===== config.mk =====
export PLATFORM = sky130hd
export DESIGN_NAME = console_writer
export DESIGN_NICKNAME = d
export VERILOG_FILES = /design/src/rtl/console_writer.sv
export SDC_FILE = /design/constraint.sdc
export NUM_CORES = 1
export LEC_CHECK = 0
export ABC_AREA = 1
export BUFFER_PORTS_ARGS = -buffer_cell sky130_fd_sc_hd__clkbuf_2
export CAP_MARGIN = 20
export CORE_MARGIN = 2
export CORE_UTILIZATION = 55
export DETAILED_ROUTE_END_ITERATION = 10
export GPL_TIMING_DRIVEN = 0
export PLACE_DENSITY_LB_ADDON = 0.15
export SLEW_MARGIN = 25
export SYNTH_ARGS = -nofsm -noshare
export SYNTH_HDL_FRONTEND = slang
export SYNTH_SLANG_ARGS = --single-unit

===== constraint.sdc =====
create_clock -name clk -period 3.7 [get_ports clk]
set_input_delay 0.185 -clock clk [delete_from_list [all_inputs] [get_ports clk]]
set_output_delay 0.185 -clock clk [all_outputs]
set_load 0.03 [all_outputs]

===== src/rtl/console_writer.sv =====
// console_writer
//   Turns a stream of tokens (numbers, newlines, blank slots) into display
//   commands (NUMBER, POS CLEAR, SCROLL), tracking a text cursor and issuing
//   one command at a time under the display's ready handshake.
//
//   Ports:
//     clk, rst_n          clock, asynchronous active-low reset
//     in_valid/in_ready   token handshake (in_ready = token FIFO not full)
//     in_kind, in_value   token: 0 number, 1 newline, 2 blank, 3 ignored
//     cmd, data           display command and payload {x, y, value}
//     ready               display idle and accepting a command
//     busy                FIFO non-empty or command sequencer active
//     cmd_count           non-NOP commands issued, wraps modulo 2^16
module console_writer #(
  parameter int COLS  = 10,
  parameter int ROWS  = 45,
  parameter int DEPTH = 4
) (
  input  logic        clk,
  input  logic        rst_n,
  input  logic        in_valid,
  input  logic [1:0]  in_kind,
  input  logic [31:0] in_value,
  output logic        in_ready,
  output logic [3:0]  cmd,
  output logic [47:0] data,
  input  logic        ready,
  output logic        busy,
  output logic [15:0] cmd_count
);

  localparam int          AW       = $clog2(DEPTH);
  localparam logic [AW:0] PTR_ONE  = {{AW{1'b0}}, 1'b1};
  localparam logic [7:0]  COLS_L   = 8'(COLS);
  localparam logic [7:0]  ROW_LAST = 8'(ROWS - 1);

  localparam logic [3:0] CMD_NOP    = 4'd0;
  localparam logic [3:0] CMD_SCROLL = 4'd1;
  localparam logic [3:0] CMD_POSCLR = 4'd2;
  localparam logic [3:0] CMD_NUMBER = 4'd3;

  typedef enum logic [1:0] {S_IDLE, S_LAUNCH, S_DRIVE, S_ADVANCE} state_t;

  // ---------------- token FIFO ----------------
  logic [33:0] mem [DEPTH];
  logic [AW:0] wr_ptr, rd_ptr;
  logic        empty, full, push, pop;
  logic [33:0] head;

  assign empty    = (wr_ptr == rd_ptr);
  assign full     = (wr_ptr[AW] != rd_ptr[AW]) &&
                    (wr_ptr[AW-1:0] == rd_ptr[AW-1:0]);
  assign in_ready = !full;
  assign push     = in_valid && in_ready;
  assign head     = mem[rd_ptr[AW-1:0]];

  always_ff @(posedge clk) begin
    if (push) mem[wr_ptr[AW-1:0]] <= {in_kind, in_value};
  end

  always_ff @(posedge clk or negedge rst_n) begin
    if (!rst_n) begin
      wr_ptr <= '0;
      rd_ptr <= '0;
    end else begin
      if (push) wr_ptr <= wr_ptr + PTR_ONE;
      if (pop)  rd_ptr <= rd_ptr + PTR_ONE;
    end
  end

  // ---------------- command sequencer ----------------
  state_t      state, state_nxt;
  logic [7:0]  col, col_nxt, row, row_nxt, col_inc;
  logic [3:0]  pend_cmd, pend_cmd_nxt, cmd_nxt;
  logic [47:0] pend_data, pend_data_nxt, data_nxt;
  logic [15:0] count_nxt;

  assign col_inc = col + 8'd1;
  assign busy    = !empty || (state != S_IDLE);

  always_ff @(posedge clk or negedge rst_n) begin
    if (!rst_n) begin
      state     <= S_IDLE;
      col       <= '0;
      row       <= '0;
      pend_cmd  <= CMD_NOP;
      pend_data <= '0;
      cmd       <= CMD_NOP;
      data      <= '0;
      cmd_count <= '0;
    end else begin
      state     <= state_nxt;
      col       <= col_nxt;
      row       <= row_nxt;
      pend_cmd  <= pend_cmd_nxt;
      pend_data <= pend_data_nxt;
      cmd       <= cmd_nxt;
      data      <= data_nxt;
      cmd_count <= count_nxt;
    end
  end

  // cmd/data are registered: they default to NOP each cycle, so a command
  // launched on one edge is withdrawn on the next (the DRIVE cycle).
  always_comb begin
    state_nxt     = state;
    pop           = 1'b0;
    col_nxt       = col;
    row_nxt       = row;
    pend_cmd_nxt  = pend_cmd;
    pend_data_nxt = pend_data;
    cmd_nxt       = CMD_NOP;
    data_nxt      = '0;
    count_nxt     = cmd_count;
    case (state)
      S_IDLE: begin
        if (!empty) begin
          pop = 1'b1;
          case (head[33:32])
            2'd0: begin
              pend_cmd_nxt  = CMD_NUMBER;
              pend_data_nxt = {col, row, head[31:0]};
              state_nxt     = S_LAUNCH;
            end
            2'd1: begin
              col_nxt   = '0;
              state_nxt = S_ADVANCE;
            end
            2'd2: begin
              pend_cmd_nxt  = CMD_POSCLR;
              pend_data_nxt = {col, row, 32'd0};
              state_nxt     = S_LAUNCH;
            end
            default: ;
          endcase
        end
      end
      S_LAUNCH: begin
        if (ready) begin
          cmd_nxt   = pend_cmd;
          data_nxt  = pend_data;
          state_nxt = S_DRIVE;
        end
      end
      S_DRIVE: begin
        count_nxt = cmd_count + 16'd1;
        if (pend_cmd == CMD_SCROLL) begin
          state_nxt = S_IDLE;
        end else if (col_inc == COLS_L) begin
          col_nxt   = '0;
          state_nxt = S_ADVANCE;
        end else begin
          col_nxt   = col_inc;
          state_nxt = S_IDLE;
        end
      end
      S_ADVANCE: begin
        if (row < ROW_LAST) begin
          row_nxt   = row + 8'd1;
          state_nxt = S_IDLE;
        end else begin
          // Bottom row: scroll the display instead; the cursor row stays put.
          pend_cmd_nxt  = CMD_SCROLL;
          pend_data_nxt = '0;
          state_nxt     = S_LAUNCH;
        end
      end
      default: state_nxt = S_IDLE;
    endcase
  end

endmodule

==> impl_metrics.ini <==
[outcome]
status = complete, no violations

[clocking]
clk_transition_reported_paths_ps = 60
htreeDepth = 1
clk_latency_ps = 550
cts_tree = yes
cts_buffer_depth = 3
numCtsBuffers = 29
clockRootBuffer = clkbuf_16
cts_setup_buffers = 0
clock-sinks = 276
cts_resized = 0

[final_layout]
drive_gt1_share_pct = 20.1
final_core_util_pct = 68.4
area_growth_syn_to_layout_pct = 22.2
nets = 1179
final_cells = 1422

[critical_path]
cp.arrival_ps = 2700
critical_path_class = flop to flop
crit_required_ps = 3940
path_max_fanout = 15
crit_path_end_kind = flop
worstSetupStartpointType = flop

[synthesis]
async_flop_share_pct = 50.7
synth-main-ff-cell = dfrtp_1
avgSynthCellArea_um2 = 11.4
synth_edf_count = 136
ys_seq_area_share_pct = 69.9
synth_cell_types = 32
netlist_area_um2 = 10900
ys_ff_latch = 276
netlist_instances = 954
yosysWarnings = 0

[drt]
drtIter0Drc = 432
drc = 0
wl_per_cell_um = 16.1
vias_per_cell = 5.11
wirelength_mm = 22.9
ant_nets = 0
vias = 7267
dr.pass1.iters = 4

[global_routing]
grt_max_degree = 57
grt.total_usage_pct = 22.5
grt_pass1_wl_mm = 36.1
grt_pass1_vias = 7126
antenna_found_initial = 2
grt-ovfl-total = 0

[power_and_ir_drop]
p_per_area_nw_per_um2 = 816
cellLeakagePower_uw = 0.00572
peakVddDrop_uv = 503

[timing]
tightest_slew_ps = 668
setup_viol = 0
setup_tns_ps = 0
fin_crit_ps = 2460
clock_skew_ps = 21.1
worst_slack_ps = 1240
slew_viol_final = 0
fin_crit_sh_pct = 66.5
hold_viol_final = 0
max_freq_mhz = 406
maxSlewHeadroom_pct = 55.3
rsz0062_at_grt = false
holdWs_ps = 156

[placed_design]
pre_cts_ws_ps = 1210
dp_hpwl_mm = 15.4
port_buffers = 104
dp.cells = 1331
gp_congestion = 0.797

[run]
cap_viol_max_count = 0

[min_path]
hp-class = primary input to asynchronous set/reset pin

[die]
ios = 108
die_h_um = 144
fp.dieW_um = 144
fp.dieArea_um2 = 20900
initial_core_util_pct = 56.0
coreArea_um2 = 19400
row_count = 51
==> routing by layer <==
metal	up-vias	wire length, µm	track usage, %
met4	0	595	7.20
met3	45	1230	3.15
li1	3558	-	-
met1	3443	9760	29.5
met5	-	0	0
met2	221	11300	39.2
==> power breakdown <==
part           leakage, µW  total [µW]  switching (µW)  internal [µW]
sequential         0.00311        4260             294           3960
combinational      0.00212        3680            2520           1160
clock             0.000491        2890            1150           1740
==> worst max-delay path: stages (launching register included) <==
cell,delay (ps)
dfrtp_1,520
inv_2,120
nand2_1,80
nand2_1,90
nand4_1,140
nand2_1,300
nor2_4,500
buf_16,220
buf_8,170
==> Yosys cell counts (all sizes together) (2+ instances only) <==
library cell  number  area, µm²
nor2             143        547
or2                2       12.5
o21ai            119        708
nor3               2       15.0
xnor2              8       77.6
nand3             20        115
xor2              15        131
o22ai             33        206
buf               22        151
dfrtp            140       3500
clkbuf            27        101
nand4              6       37.5
nand2            219        832
a21oi              8       43.8
inv               41        154
edfxtp           136       4080
ha                 9        113
==> final timing paths <==
check,startpoint,to,slack (ps),cells after the start
max,rd_ptr[0],mem[3][2],1240,8
min,rst_n,cmd_count[10],160,2
max reg2reg,rd_ptr[0],mem[3][2],1240,8
min reg2reg,pend_data[33],pend_data[33],480,2
max in group asynchronous,rst_n,data[4],2960,3
min in group clk,ready,data[42],250,4
==> registers in the layout (all words and copies together) (netlist names) <==
| register | cells |
|---|---|
| cmd | 2 |
| cmd_count | 16 |
| col | 8 |
| data | 48 |
| mem | 136 |
| pend_cmd | 2 |
| pend_data | 48 |
| rd_ptr | 3 |
| row | 8 |
| state | 2 |
| wr_ptr | 3 |
==> layout make-up <==
class	instances	area, µm²
sequential	276	7590
fill	1540	6130
multi-input combinational	588	2890
timing repair buffer	146	1060
clock buffer	44	896
tap	265	332
buffer	49	253
inverter	42	158
clock inverter	10	85.1
antenna	2	5.00
==> metrics by stage <==
stage | cell area, µm² | total power, µW
floorplan | 10900 | 6770
global placement | 11700 | 7780
detailed placement | 11900 | 7980
CTS | 13300 | 10900
global route | 13300 | 11400
finish | 13300 | 10800
==> cell families after synthesis <==
| family | count (synthesis) | share of synthesized area (%) |
|---|---|---|
| AOI/OAI and AO/OA | 160 | 8.83 |
| and+or+nand+nor | 394 | 14.5 |
| buffers and inverters | 91 | 3.78 |
| other | 1 | 0.0345 |
| DFF | 276 | 69.9 |
| xor gates and xnor gates | 23 | 1.93 |
| adders and majority gates | 9 | 1.04 |
==> cell usage in the layout (no fill, tap or decap), types with 3 or more instances in the layout <==
cell type	count
nand2_1	215
nand2_2	4
clkbuf_1	34
nand3_1	17
xor2_1	15
nor2_4	4
o21ai_2	30
buf_4	4
o22ai_1	33
nor2_1	135
clkbuf_16	32
clkbuf_2	103
xnor2_1	7
ha_1	9
edfxtp_1	136
nand4_1	6
clkbuf_8	6
buf_2	13
inv_1	39
dlygate4sd3_1	35
o21ai_1	8
nor2_2	4
o21ai_0	81
nand3_2	3
a21oi_1	7
buf_6	5
dfrtp_1	140
clkinv_2	7
buf_16	6
==> repair_timing <==
item,in CTS,in global routing
setup endpoints to repair,0,0
hold endpoints to repair,276,0
hold buffers,35,0
No activity file was read; power rests on OpenSTA's default activity.
